--- config.mk ---
export PLATFORM = sky130hd
export DESIGN_NAME = spi_xfer_engine
export DESIGN_NICKNAME = d
export VERILOG_FILES = /design/src/rtl/spi_pkg.sv /design/src/rtl/fifo.sv /design/src/rtl/spi_xfer_engine.sv
export SDC_FILE = /design/constraint.sdc
export NUM_CORES = 1
export LEC_CHECK = 0
export ABC_AREA = 0
export BUFFER_PORTS_ARGS = -buffer_cell sky130_fd_sc_hd__buf_2
export CAP_MARGIN = 40
export CORE_AREA = 3 3 158 199
export CTS_CLUSTER_DIAMETER = 80
export DETAILED_ROUTE_END_ITERATION = 8
export DIE_AREA = 0 0 161 202
export PLACE_DENSITY = 0.42
export SLEW_MARGIN = 20
export SYNTH_ARGS = -nofsm -noshare
export SYNTH_HDL_FRONTEND = slang
export SYNTH_SLANG_ARGS = --single-unit
--- constraint.sdc ---
create_clock -name clk -period 3.42 [get_ports clk]
set_input_delay 0.171 -clock clk [delete_from_list [all_inputs] [get_ports clk]]
set_output_delay 0.171 -clock clk [all_outputs]
set_load 0.03 [all_outputs]
--- src/rtl/spi_pkg.sv ---
// ----------------------------------------------------------------------------
// spi_pkg : shared FSM state encoding and op codes for the SPI transfer engine
// Revision: 1.0
// ----------------------------------------------------------------------------
`default_nettype none

package spi_pkg;

  typedef enum logic [2:0] {
    ST_IDLE  = 3'd0,
    ST_SETUP = 3'd1,
    ST_LOAD  = 3'd2,
    ST_SHIFT = 3'd3,
    ST_HOLD  = 3'd4,
    ST_DONE  = 3'd5
  } state_e;

  localparam logic OP_WR = 1'b0;
  localparam logic OP_RW = 1'b1;

endpackage

`default_nettype wire

--- src/rtl/fifo.sv ---
// ----------------------------------------------------------------------------
// fifo : show-ahead synchronous FIFO, overflow/underflow requests are dropped
// Revision: 1.0
// ----------------------------------------------------------------------------
`default_nettype none

module fifo #(
  parameter int WIDTH = 8,
  parameter int DEPTH = 8
) (
  input  logic             clk,
  input  logic             rst,
  input  logic             wr,
  input  logic [WIDTH-1:0] wdata,
  output logic             full,
  input  logic             rd,
  output logic [WIDTH-1:0] rdata,
  output logic             empty
);

  localparam int PTR_W = (DEPTH > 1) ? $clog2(DEPTH) : 1;
  localparam int CNT_W = $clog2(DEPTH + 1);

  logic [WIDTH-1:0] mem_q [DEPTH];
  logic [PTR_W-1:0] wr_ptr_q, wr_ptr_d;
  logic [PTR_W-1:0] rd_ptr_q, rd_ptr_d;
  logic [CNT_W-1:0] cnt_q, cnt_d;
  logic             do_wr;
  logic             do_rd;

  function automatic logic [PTR_W-1:0] ptr_inc(input logic [PTR_W-1:0] p);
    return (p == PTR_W'(DEPTH - 1)) ? '0 : p + PTR_W'(1);
  endfunction

  assign empty = (cnt_q == '0);
  assign full  = (cnt_q == CNT_W'(DEPTH));
  assign rdata = mem_q[rd_ptr_q];

  // A push into a full FIFO still lands when a pop frees a slot in the same cycle.
  assign do_rd = rd && !empty;
  assign do_wr = wr && (!full || do_rd);

  always_comb begin
    wr_ptr_d = wr_ptr_q;
    rd_ptr_d = rd_ptr_q;
    cnt_d    = cnt_q + CNT_W'(do_wr) - CNT_W'(do_rd);
    if (do_wr) wr_ptr_d = ptr_inc(wr_ptr_q);
    if (do_rd) rd_ptr_d = ptr_inc(rd_ptr_q);
  end

  always_ff @(posedge clk or posedge rst) begin
    if (rst) begin
      wr_ptr_q <= '0;
      rd_ptr_q <= '0;
      cnt_q    <= '0;
    end else begin
      wr_ptr_q <= wr_ptr_d;
      rd_ptr_q <= rd_ptr_d;
      cnt_q    <= cnt_d;
    end
  end

  always_ff @(posedge clk) begin
    if (do_wr) mem_q[wr_ptr_q] <= wdata;
  end

endmodule

`default_nettype wire

--- src/rtl/spi_xfer_engine.sv ---
// ----------------------------------------------------------------------------
// spi_xfer_engine : FIFO-fed SPI master, modes 0-3, multi-word bursts
// Build option: define SPI_LOOPBACK_EN to loop mosi back into the receiver.
// Revision: 1.0
// ----------------------------------------------------------------------------
`default_nettype none

module spi_xfer_engine
  import spi_pkg::*;
#(
  parameter int DATA       = 8,
  parameter int FIFO_DEPTH = 8,
  parameter int NUM_CS     = 2,
  parameter int CLK_DIV    = 4,
  localparam int CS_W      = (NUM_CS > 1) ? $clog2(NUM_CS) : 1
) (
  input  logic              clk,
  input  logic              rst,
  input  logic [DATA-1:0]   tx_wdata,
  input  logic              tx_wr,
  output logic              tx_full,
  output logic [DATA-1:0]   rx_rdata,
  input  logic              rx_rd,
  output logic              rx_empty,
  input  logic              start,
  input  logic [15:0]       len,
  input  logic              op,
  input  logic [CS_W-1:0]   cs_sel,
  input  logic              cpol,
  input  logic              cpha,
  output logic              busy,
  output logic              done,
  output logic              sclk,
  output logic              mosi,
  input  logic              miso,
  output logic [NUM_CS-1:0] scsn
);

  localparam int DIV_W = $clog2(CLK_DIV + 1);
  localparam int EC_W  = $clog2(2 * DATA);
  localparam logic [EC_W-1:0] LAST_EDGE = EC_W'(2 * DATA - 1);
  localparam logic [EC_W-1:0] PREV_EDGE = EC_W'(2 * DATA - 2);

  state_e            state_q, state_d;
  logic [15:0]       len_q, len_d;
  logic              op_q, op_d;
  logic              cpol_q, cpol_d;
  logic              cpha_q, cpha_d;
  logic [DIV_W-1:0]  div_q, div_d;
  logic [EC_W-1:0]   ec_q, ec_d;
  logic              sclk_q, sclk_d;
  logic              mosi_q, mosi_d;
  logic [DATA-1:0]   tx_sr_q, tx_sr_d;
  logic [DATA-2:0]   rx_sr_q, rx_sr_d;
  logic [NUM_CS-1:0] scsn_q, scsn_d;
  logic              done_q, done_d;

  logic              miso_int;
  logic              tick;
  logic              odd_edge;
  logic              last_edge;
  logic              sample_edge;
  logic              drive_edge;
  logic              last_sample;
  logic              load_ok;
  logic              tx_rd;
  logic              tx_empty;
  logic [DATA-1:0]   tx_rdata;
  logic              rx_wr;
  logic              rx_full;
  logic [DATA-1:0]   rx_wdata;

`ifdef SPI_LOOPBACK_EN
  assign miso_int = mosi_q;
`else
  assign miso_int = miso;
`endif

  fifo #(.WIDTH(DATA), .DEPTH(FIFO_DEPTH)) u_tx_fifo (
    .clk(clk), .rst(rst),
    .wr(tx_wr), .wdata(tx_wdata), .full(tx_full),
    .rd(tx_rd), .rdata(tx_rdata), .empty(tx_empty)
  );

  fifo #(.WIDTH(DATA), .DEPTH(FIFO_DEPTH)) u_rx_fifo (
    .clk(clk), .rst(rst),
    .wr(rx_wr), .wdata(rx_wdata), .full(rx_full),
    .rd(rx_rd), .rdata(rx_rdata), .empty(rx_empty)
  );

  // ec_q counts completed sclk edges in the word; edge number is ec_q+1.
  assign tick        = (div_q == DIV_W'(CLK_DIV - 1));
  assign odd_edge    = ~ec_q[0];
  assign last_edge   = (ec_q == LAST_EDGE);
  assign sample_edge = cpha_q ? ~odd_edge : odd_edge;
  assign drive_edge  = cpha_q ? odd_edge : (~odd_edge && !last_edge);
  assign last_sample = sample_edge && (ec_q == (cpha_q ? LAST_EDGE : PREV_EDGE));
  assign load_ok     = !tx_empty && !((op_q == OP_RW) && rx_full);
  assign rx_wdata    = {rx_sr_q, miso_int};

  always_comb begin
    state_d = state_q;
    len_d   = len_q;
    op_d    = op_q;
    cpol_d  = cpol_q;
    cpha_d  = cpha_q;
    div_d   = div_q;
    ec_d    = ec_q;
    sclk_d  = sclk_q;
    mosi_d  = mosi_q;
    tx_sr_d = tx_sr_q;
    rx_sr_d = rx_sr_q;
    scsn_d  = scsn_q;
    done_d  = (state_q == ST_DONE);
    tx_rd   = 1'b0;
    rx_wr   = 1'b0;

    case (state_q)
      ST_IDLE: begin
        sclk_d = cpol;
        mosi_d = 1'b0;
        scsn_d = '1;
        if (start && (int'(cs_sel) < NUM_CS)) begin
          len_d  = len;
          op_d   = op;
          cpol_d = cpol;
          cpha_d = cpha;
          div_d  = '0;
          if (len == 16'd0) begin
            state_d = ST_DONE;
          end else begin
            state_d = ST_SETUP;
            scsn_d  = ~(NUM_CS'(1) << cs_sel);
          end
        end
      end

      ST_SETUP: begin
        sclk_d = cpol_q;
        if (tick) begin
          div_d   = '0;
          state_d = ST_LOAD;
        end else begin
          div_d = div_q + DIV_W'(1);
        end
      end

      ST_LOAD: begin
        sclk_d = cpol_q;
        mosi_d = 1'b0;
        if (load_ok) begin
          tx_rd   = 1'b1;
          div_d   = '0;
          ec_d    = '0;
          state_d = ST_SHIFT;
          // cpha=0 presents the MSB a half-period ahead of the first edge.
          if (cpha_q) begin
            tx_sr_d = tx_rdata;
          end else begin
            mosi_d  = tx_rdata[DATA-1];
            tx_sr_d = {tx_rdata[DATA-2:0], 1'b0};
          end
        end
      end

      ST_SHIFT: begin
        if (!tick) begin
          div_d = div_q + DIV_W'(1);
        end else begin
          div_d  = '0;
          ec_d   = ec_q + EC_W'(1);
          sclk_d = ~sclk_q;
          if (sample_edge) rx_sr_d = rx_wdata[DATA-2:0];
          if (last_sample && (op_q == OP_RW)) rx_wr = 1'b1;
          if (drive_edge) begin
            mosi_d  = tx_sr_q[DATA-1];
            tx_sr_d = {tx_sr_q[DATA-2:0], 1'b0};
          end
          if (last_edge) begin
            mosi_d  = 1'b0;
            len_d   = len_q - 16'd1;
            state_d = (len_q == 16'd1) ? ST_HOLD : ST_LOAD;
          end
        end
      end

      ST_HOLD: begin
        sclk_d = cpol_q;
        if (tick) begin
          div_d   = '0;
          scsn_d  = '1;
          state_d = ST_DONE;
        end else begin
          div_d = div_q + DIV_W'(1);
        end
      end

      ST_DONE: begin
        state_d = ST_IDLE;
      end

      default: begin
        state_d = ST_IDLE;
      end
    endcase
  end

  always_ff @(posedge clk or posedge rst) begin
    if (rst) begin
      state_q <= ST_IDLE;
      len_q   <= '0;
      op_q    <= OP_WR;
      cpol_q  <= 1'b0;
      cpha_q  <= 1'b0;
      div_q   <= '0;
      ec_q    <= '0;
      sclk_q  <= 1'b0;
      mosi_q  <= 1'b0;
      tx_sr_q <= '0;
      rx_sr_q <= '0;
      scsn_q  <= '1;
      done_q  <= 1'b0;
    end else begin
      state_q <= state_d;
      len_q   <= len_d;
      op_q    <= op_d;
      cpol_q  <= cpol_d;
      cpha_q  <= cpha_d;
      div_q   <= div_d;
      ec_q    <= ec_d;
      sclk_q  <= sclk_d;
      mosi_q  <= mosi_d;
      tx_sr_q <= tx_sr_d;
      rx_sr_q <= rx_sr_d;
      scsn_q  <= scsn_d;
      done_q  <= done_d;
    end
  end

  assign busy = (state_q != ST_IDLE);
  assign done = done_q;
  assign sclk = sclk_q;
  assign mosi = mosi_q;
  assign scsn = scsn_q;

endmodule

`default_nettype wire

# After elaboration in Yosys (flattened, before gate mapping)
# Memories as Yosys holds them, arrays and structs flattened.
# Cells that the tools add are included.
# Widths: inputs -> output; s select.
# op_classes
n_bitwise	3
n_shift	1
addsub	11
eq_ne	23
reduce_logical	40
n_mux	53
# op_table
cell	count
$mux 16	3
$mux 3	15
$mux 8	4
$pmux 16 s2	1
$eq 3x3->1 const B	6
$mux 1	18
$eq 16x1->1 const B	1
$logic_not 16->1	1
$pmux 8 s2	1
$sub 16x1->16 const B	1
$add 3x1->3 const B	5
$pmux 3 s5	1
$ne 2x2->1 const B	7
$eq 4x4->1 const B	3
$reduce_and 3->1	4
$reduce_bool 3->1	4
$eq 3x2->1 const B	3
$logic_and 1x1->1	9
$pmux 3 s3	1
$add 4x1->4	2
$logic_not 4->1	2
$mux 4	2
$pmux 4 s2	1
$reduce_and 4->1	2
other kinds (18)	34
# word_totals
mem_bits_rw	128
in_bits	34
mem_count	2
output_inout_bits	16
regBits	69
elab_cells	152
# mem_list
name	words	width	read_ports	rd_ports_with_merged_regs	wr	line_no	text
u_rx_fifo.mem_q	8	8	1	0	1	fifo.sv:24	logic [WIDTH-1:0] mem_q [DEPTH];
u_tx_fifo.mem_q	8	8	1	0	1	fifo.sv:24	

# Depth between registers and ports, before layout
# Gate-level depths: netlist of run 1.
# depth
depth_word	11
mapped_depth	11

# Modules after synthesis
# Synthesis of run 1 repeated with hierarchy kept, for this count alone.
# hier_totals
hier_cells	622
hier_area_um2	9227.6
# by_module_without_submodules
module	area_each_um2	cells_each	n_inst
fifo (u_rx_fifo)	3139.3	157	1
fifo (u_tx_fifo)	3128.0	156	1
spi_xfer_engine	2960.3	309	1

# Worst setup path after synthesis of run 1
# No wires, ideal clock.
# synth_path
path_kind	register to register
start	register state_q[2]
end	memory u_rx_fifo.mem_q[1][0] (enable)
t_required_ns	3.037
setup_time_ns	0.383
synth_period_minus_slack_ns	2.677
n_path_buf	3
path_slack_ns	0.743
path_stages_with_launch	10
arrival_time_ns	2.293
cell_sequence	dfrtp_1 buf_6 and3b_1 buf_4 and3_1 buf_4 or3b_1 inv_2 nand2_1 nor3_1
# synth_between
elab_chain_len	5
# synth_lines
element	line_no	text
start, declared	spi_xfer_engine.sv:44	state_e state_q, state_d;
start signal, assigned	spi_xfer_engine.sv:224	state_q <= state_d;
$eq 3x2->1	spi_xfer_engine.sv:118	case (state_q)
$mux 1	spi_xfer_engine.sv:118	
$logic_and 1x1->1	fifo.sv:41	assign do_wr = wr && (!full || do_rd);
via u_rx_fifo.do_wr	fifo.sv:28	logic do_wr;
$mux 1	fifo.sv:64	if (do_wr) mem_q[wr_ptr_q] <= wdata;
$mux 1 (implied by the code)	fifo.sv:64	
end, declared	fifo.sv:24	
# The timed path passes the listed nets, and every way through them passes these cells.

# Worst setup path after layout of run 1
# layout_path
start	register state_q[1]
end	memory u_tx_fifo.mem_q[7][5] (enable)
# layout_between
elab_chain_len	7
# layout_lines
element	line_no	text
$eq 3x2->1	spi_xfer_engine.sv:118	
$mux 1	spi_xfer_engine.sv:118	
$logic_and 1x1->1	fifo.sv:40	assign do_rd = rd && !empty;
$logic_or 1x1->1	fifo.sv:41	
$logic_and 1x1->1	fifo.sv:41	
via u_tx_fifo.do_wr	fifo.sv:28	
$mux 1	fifo.sv:64	
$mux 1 (implied by the code)	fifo.sv:64	
end, declared	fifo.sv:24	
# The timed path passes the listed nets, and every way through them passes these cells.

==> results of run 1 <==
[sequential cells by signal, summed over array words and instances (netlist names), 4 cells and up]
name and cells:
len_q 16, u_tx_fifo.cnt_q 4, tx_sr_q 8, u_rx_fifo.mem_q 64, u_tx_fifo.mem_q 64, ec_q 4, rx_sr_q 7, u_rx_fifo.cnt_q 4
[cell families after synthesis]
logic type / synth area share [%]
AO/OA/AOI/OAI: 8.80
XOR/XNOR: 0.692
adder cells (fa/ha/maj): 3.84
buffers and inverters: 2.66
flip-flops: 62.9
multiplexers: 11.2
AND/OR/NAND/NOR: 9.93
[final cells by class]
type,count,share of cell area (%)
Multi-Input combinational cell,398,29.7
Clock buffer,18,4.16
Tap cell,401,4.87
Inverter,24,0.874
Clock inverter,14,1.37
Sequential cell,197,54.1
Timing Repair Buffer,81,5.00
[where the power goes]
part,switching (uW),internal (uW)
clock,967,969
sequential,415,2990
combinational,1470,1190
total,2850,5140
[critical path: stages (launching register included)]
cell and delay, ns:
dfrtp_1 0.59, nor2b_1 0.19, buf_4 0.16, nor4b_1 0.28
o21ai_1 0.25, inv_1 0.21, nand2_1 0.13, nor2_1 0.62
[synth_stat cells (2+ instances only)]
cell type  number  share of area, %
o21ai_1         3              0.17
a21oi_1        29               1.6
nor2b_1         4              0.28
inv_1          23              0.97
fa_1            2              0.45
or4_4           2              0.25
dfrtp_1        67                19
nor2_1         49               2.1
buf_2           5              0.28
buf_1           3              0.13
edfxtp_1      128                43
a22oi_1        17               1.4
dfstp_2         2              0.59
mux2i_1        28               3.2
buf_6           3              0.38
o2bb2ai_1       7              0.69
ha_1           24               3.4
clkbuf_1       14              0.59
a21o_1          6              0.51
a31oi_1         8              0.56
o21a_1          2              0.17
mux2_2         23               2.9
nand3_1         8              0.45
and2_1          3              0.21
mux4_2         20               5.1
nand2b_1        7              0.49
xor2_1          5              0.49
buf_4           3              0.25
o21ai_0        30               1.7
xnor2_1         2              0.20
nor3_2          2              0.23
and3_1          6              0.42
nand4_1         6              0.42
o221a_2         2              0.25
nor3_1         16              0.90
nor4_1         12              0.85
a32oi_1         4              0.40
nor4b_1         2              0.20
nand2_1        45               1.9
nor3b_1         3              0.25
[metrics by stage]
step | total power, uW | util (%) | cells | hold slack (ns) | area [um2]
floorplan | 5390 | - | 647 | 0.270 | 8860
global placement | 6070 | 32.4 | 1095 | 0.415 | 9660
detailed placement | 6170 | 32.5 | 1097 | 0.179 | 9700
CTS | 8140 | 34.5 | 1133 | 0.00525 | 10300
global route | 8570 | 34.5 | 1133 | 0.00656 | 10300
finish | 8000 | 34.5 | 1133 | 0.00994 | 10300
[per-layer routing]
| layer | share of wire [%] | vias up | track usage [%] |
|---|---|---|---|
| met5 | 0 | - | 0 |
| met4 | 1.4 | 0 | 3.75 |
| met3 | 2.6 | 13 | 2.50 |
| met2 | 54 | 96 | 24.2 |
| met1 | 42 | 2731 | 15.6 |
| li1 | - | 2589 | - |
[repair_timing]
item                                    CTS  global route
hold endpoints to repair                 15             0
hold buffers                              4             0
setup buffers                             0             0
endpoints found under the setup margin    0             0
[final timing paths]
check	end	slack, ns
max in group asynchronous	scsn[1]	2.32
min reg2reg	scsn[0]	0.51
max reg2reg	u_tx_fifo.mem_q[7][5]	0.61
min	u_tx_fifo.mem_q[0][6]	0.01
min in group asynchronous	rx_sr_q[6]	0.25
max	u_tx_fifo.mem_q[7][5]	0.61
==> results.ini, run 1 <==
[outcome]
outcome = complete, no violations

[setup_path]
r2r_cells = 7
arrival_ns = 2.87
reg2reg_from = state_q[1]
critPathRequiredTime_ns = 3.48
path_class = reg2reg
path_max_fanout = 14
cp-end-kind = flip-flop
worstSetupStartpointType = flip-flop
startpoint = state_q[1]

[yosys]
synth_area_per_cell_um2 = 13.7
synth_edf_count = 128
synth_cells = 647
ys_seq_area_share_pct = 62.9
ys_warn_count = 0
yosysUniqueCellTypes = 62
syn_area_um2 = 8860
synth_ff_type = edfxtp_1
synth_nets = 707
async_flop_share_pct = 35.0
yosys_register_bits = 197

[place]
place_ws_ns = 0.644
port_buffers = 49
gp_congestion = 0.776
dp_hpwl_um = 14700

[detailed_routing]
totalWireLength_um = 20700
detail_route.first_pass.iterations = 5
drc_errors = 0
antenna_left = 0
viasPerCell = 4.79
vias = 5429
drt_iter0_markers = 298
post_drt_wl_per_cell_um = 18.3

[worst_hold_path]
hold_path_class = in2reg
worst_hold_path.num_cells = 1
worstHoldStart = tx_wdata[6]

[finish]
area_growth_pct = 16.4
sequential_cell_area_um2 = 5570
fillerInstances = 2953
antenna_cells = 0
multi_input_area_um2 = 3060
final_common_cell = edfxtp_1
final_nets = 779
drive_gt1_share_pct = 23.2
mostFrequentLayoutCells = 128 x edfxtp_1, 67 x dfrtp_1, 49 x nor2_1, 49 x buf_2, 45 x nand2_1

[cts]
clock_sinks = 197
cts-root-buf = clkbuf_16
path_clk_slew_ns = 0.07
cts_tree = done
cts_max_path_buffers = 2
cts_inserted_buffers = 17
post_cts_resized = 0
clk_latency_ns = 0.43
htreeDepth = 4

[floorplan]
coreArea_um2 = 29800
die_w_um = 161
die_h_um = 202
start_util_pct = 29.7
ios = 50
die_area_um2 = 32500
core.rowCount = 71

[timing]
worstMarginPinSlew_ns = 0.762
fin_crit_sh_pct = 82.1
fmax_mhz = 356
rsz0062_at_grt = no
slew_viol_final = 0
setup_tns_ns = 0
min_period_ns = 2.81
slew_headroom_pct = 49.0
layout_setup_ws_ns = 0.612
setup_violations = 0
skew_ns = 0.0105
hold_viol = 0

[power_and_ir_drop]
ir_drop_mv = 0.368
p_leak_uw = 0.00404
power_density_nw_per_um2 = 776

[grt]
grt_start_max_net_pins = 34
grt_pass1_vias = 5766
track_usage_pct = 13.2
antenna_found_initial = 0
grt_first_pass_wirelength_um = 33000
grt.overflow.total = 0

[flow_run]
maxCapViolCount = 0

Power figures use the tool's default switching activity.
==> inputs of run 2 (changes only) <==
--- a/config.mk
+++ b/config.mk
@@ -5,13 +5,13 @@
 export SDC_FILE = /design/constraint.sdc
 export NUM_CORES = 1
 export LEC_CHECK = 0
-export ABC_AREA = 0
+export ABC_AREA = 1
 export BUFFER_PORTS_ARGS = -buffer_cell sky130_fd_sc_hd__buf_2
 export CAP_MARGIN = 40
-export CORE_AREA = 3 3 158 199
+export CORE_AREA = 3 3 162 204
 export CTS_CLUSTER_DIAMETER = 80
 export DETAILED_ROUTE_END_ITERATION = 8
-export DIE_AREA = 0 0 161 202
+export DIE_AREA = 0 0 165 207
 export PLACE_DENSITY = 0.42
 export SLEW_MARGIN = 20
 export SYNTH_ARGS = -nofsm -noshare
==> constraint.sdc (replaced) <==
create_clock -name clk -period 2.92 [get_ports clk]
set_input_delay 0.146 -clock clk [delete_from_list [all_inputs] [get_ports clk]]
set_output_delay 0.146 -clock clk [all_outputs]
set_load 0.03 [all_outputs]
==> run 2 against run 1 <==
Net effect: cell count rose by 33%; via count increased by 25%; global-route usage up 0.68 points; synthesized area up 5.5%; hold slack better by 0.011 ns; critical path type unchanged; final area up 6.3%; core utilization rose by 0.23 points; clock power is 24% higher; clock-buffer cell count grew 3; largest cell class unchanged; sequential share of layout area is 3.2 points lower; non-clock buffer count increased by 8; largest power group is now combinational logic.
==> results.ini, run 2 <==
[detailed_routing]
drc_errors = 0  ; unchanged
antenna_left = 0  ; unchanged
viasPerCell = 4.51  ; was 4.79
totalWireLength_um = 22800  ; was 20700 um
post_drt_wl_per_cell_um = 15.1  ; was 18.3 um
detail_route.first_pass.iterations = 5  ; unchanged
drt_iter0_markers = 326  ; was 298
vias = 6807  ; was 5429

[finish]
largestRegisters = u_rx_fifo.mem_q: 64 flops, u_tx_fifo.mem_q: 64 flops, len_q: 16 flops  ; unchanged
final_nets = 1144  ; was 779
sequential_cell_area_um2 = 5570  ; unchanged
multi_input_area_um2 = 3140  ; was 3060 um2
final_common_cell = nand2_1  ; was edfxtp_1
fillerInstances = 3220  ; was 2953
drive_gt1_share_pct = 11.7  ; was 23.2%
antenna_cells = 0  ; unchanged
design_area_um2 = 11000  ; was 10300 um2
area_growth_pct = 17.3  ; was 16.4%
mostFrequentLayoutCells = 227 x nand2_1, 142 x nor2_1, 128 x inv_1, 128 x edfxtp_1, 92 x nand3_1  ; was 128 x edfxtp_1, 67 x dfrtp_1, 49 x nor2_1, 49 x buf_2, 45 x nand2_1
finalCoreUtilization_pct = 34.8  ; was 34.5%

[yosys]
synth_ff_type = edfxtp_1  ; unchanged
ys_top_cells_by_count = 227 x nand2_1, 142 x nor2_1, 129 x inv_1, 128 x edfxtp_1, 92 x nand3_1  ; was 128 x edfxtp_1, 67 x dfrtp_1, 49 x nor2_1, 45 x nand2_1, 30 x o21ai_0
ys_seq_area_share_pct = 59.7  ; was 62.9%
synth_nets = 1065  ; was 707
async_flop_share_pct = 35.0  ; unchanged
syn_area_um2 = 9340  ; was 8860 um2
yosys_register_bits = 197  ; unchanged
yosysMostFrequentCell = nand2_1  ; was edfxtp_1
synth_edf_count = 128  ; unchanged
synth_area_per_cell_um2 = 9.29  ; was 13.7 um2
synth_top_area_cell = edfxtp_1  ; unchanged
yosysUniqueCellTypes = 38  ; was 62
synthTopCellsByArea = edfxtp_1 41%, dfrtp_1 18%, nand2_1 9.1%, nor2_1 5.7%, inv_1 5.2%  ; was edfxtp_1 43%, dfrtp_1 19%, mux4_2 5.1%, ha_1 3.4%, mux2i_1 3.2%
ys_warn_count = 0  ; unchanged
synth_cells = 1005  ; was 647
synth_top_area_share_pct = 41.1  ; was 43.4%

[setup_path]
cp-endpoint = u_tx_fifo.cnt_q[2]  ; was u_tx_fifo.mem_q[7][5]
path_class = reg2reg  ; unchanged
reg2reg_from = state_q[0]  ; was state_q[1]
critPathSlowestCell = dfrtp_1  ; was nor2_1
cp-end-kind = flip-flop  ; unchanged
cpPeakStageDelay_ns = 0.45  ; was 0.62 ns
critPathMostFrequentCell = inv_1
path_max_fanout = 7  ; was 14
ff2ff_setup_slack_ns = 0.50  ; was 0.61 ns
crit_buf_inv = 4  ; was 2
rr_endpoint = u_tx_fifo.cnt_q[2]  ; was u_tx_fifo.mem_q[7][5]
critPathRequiredTime_ns = 3.24  ; was 3.48 ns
critPathTopFamily = adder cells  ; was simple AND/OR/NAND/NOR gates
r2r_cells = 11  ; was 7
worstSetupStartpointType = flip-flop  ; unchanged
startpoint = state_q[0]  ; was state_q[1]
path_depth = 11  ; was 7
crit_chain = inv_1 > nand2_1 > nor2_1 > nand3_2 > inv_1 > ha_1 > inv_1 > ha_1 > inv_1 > fa_1 > xnor2_1  ; was nor2b_1 > buf_4 > nor4b_1 > o21ai_1 > inv_1 > nand2_1 > nor2_1
arrival_ns = 2.73  ; was 2.87 ns

[timing]
worstMarginPinSlew_ns = 0.616  ; was 0.762 ns
setup_violations = 0  ; unchanged
holdWs_ns = 0.0214  ; was 0.00994 ns
slew_headroom_pct = 58.8  ; was 49.0%
skew_ns = 0.0155  ; was 0.0105 ns
hold_viol = 0  ; unchanged
min_period_ns = 2.42  ; was 2.81 ns
setup_tns_ns = 0  ; unchanged
slew_viol_final = 0  ; unchanged
fmax_mhz = 414  ; was 356 MHz
rsz0062_at_grt = no  ; unchanged
fin_crit_sh_pct = 82.7  ; was 82.1%

[power_and_ir_drop]
ir_drop_mv = 0.430  ; was 0.368 mV
p_switching_uw = 4170  ; was 2850 uW
power.share.sequential_pct = 38.0  ; was 42.5%
p_leak_uw = 0.00476  ; was 0.00404 uW
total_power_uw = 10400  ; was 8000 uW
pwr-share-comb_pct = 38.7  ; was 33.2%
clockPowerShare_pct = 23.3  ; was 24.2%
p_sw_share_pct = 40.3  ; was 35.7%
intPower_uw = 6180  ; was 5140 uW
power_density_nw_per_um2 = 945  ; was 776 nW/um2

[cts]
clock_sinks = 197  ; unchanged
cts-root-buf = clkbuf_16  ; unchanged
htreeDepth = 4  ; unchanged
clk_latency_ns = 0.43  ; about the same
cts_max_path_buffers = 2  ; unchanged
cts_inserted_buffers = 17  ; unchanged
path_clk_slew_ns = 0.07  ; about the same
cts_tree = done  ; unchanged
post_cts_resized = 0  ; unchanged

[floorplan]
die_h_um = 207  ; was 202 um
ios = 50  ; unchanged
core.rowCount = 73  ; was 71
coreArea_um2 = 31500  ; was 29800 um2
die_w_um = 165  ; was 161 um
die_area_um2 = 34200  ; was 32500 um2
start_util_pct = 29.6  ; was 29.7%

[grt]
track_usage_pct = 13.8  ; was 13.2%
grt_start_max_net_pins = 40  ; was 34
grt_pass1_vias = 6895  ; was 5766
antenna_found_initial = 0  ; unchanged
grt.overflow.total = 0  ; unchanged
grt_first_pass_wirelength_um = 36900  ; was 33000 um

[worst_hold_path]
hold_path_class = in2reg  ; unchanged

[outcome]
outcome = complete, no violations  ; unchanged

[place]
gp_congestion = 0.748  ; was 0.776
dp_hpwl_um = 15800  ; was 14700 um
port_buffers = 49  ; unchanged
postPlaceCellArea_um2 = 10200  ; was 9700 um2

[flow_run]
maxCapViolCount = 0  ; unchanged

==> run 2: cell count changes after synthesis, sizes merged, moves of 20 or more <==
cell | previous run | this run
nand3 | 8 | 94
nand2 | 45 | 233
mux2 | 23 | 1
mux2i | 28 | 0
o21ai | 33 | 74
nor2 | 49 | 146
mux4 | 20 | 0
inv | 24 | 133
==> run 2: how the worst min path moves through the flow <==
stage | startpoint | to | slack [ns] | depth (start not counted)
2_1_floorplan | miso | u_rx_fifo.mem_q[0][0] | 0.24 | 0
3_3_place_gp | rst | u_tx_fifo.wr_ptr_q[1] | 0.25 | 2
3_5_place_dp | rst | u_tx_fifo.wr_ptr_q[2] | 0.24 | 2
4_1_cts | cs_sel | scsn[1] | 0.0003 | 4
5_1_grt | cpol | cpol_q | 0.05 | 3
6_report | cpol | cpol_q | 0.02 | 3
==> run 2: metal layers <==
layer	share of wire [%]	GRT usage (%)
met1	43	16.4
met2	54	25.4
met3	2.1	2.24
met4	1.3	3.96
met5	0	0
==> run 2: cell type report <==
| cell class | instances | area share (%) |
|---|---|---|
| clock buffer | 21 | 4.20 |
| clock inverter | 11 | 1.29 |
| inverter | 136 | 4.69 |
| multi-input combinational | 643 | 28.6 |
| sequential | 197 | 50.9 |
| tap | 412 | 4.71 |
| timing repair buffer | 89 | 5.60 |
==> run 2: repair_timing <==
action	4_1_cts	5_1_grt
hold buffers	14	0
endpoints found under the hold margin	97	0
buffers inserted	0	0
==> run 2: power by group through the flow <==
stage	registers, uW	clock network, uW	logic, uW
floorplan	3890	0	2910
global placement	4040	0	3970
detailed placement	4000	0	4060
CTS	3950	2500	4100
global route	4010	2590	4610
finish	3940	2410	4000
==> run 2: metrics by stage <==
step                      instances  setup WS, ns
after floorplan                1005         0.376
after global placement         1462         0.519
after detailed placement       1463         0.477
after CTS                      1509         0.442
after global routing           1509         0.226
final                          1509         0.505
==> run 2: kinds of logic after synthesis <==
family,share of synthesized area [%]
multiplexers,0.121
XOR/XNOR,0.656
buffers and inverters,6.78
AO/OA/AOI/OAI,7.27
flip-flops,59.7
AND/OR/NAND/NOR,21.9
adder cells (fa/ha/maj),3.64
==> run 2: tightest hold or removal path, delay by kind of cell <==
kind                   cells  cell delay [ns]
buffers and inverters      2             0.16
AO/OA/AOI/OAI              1             0.09
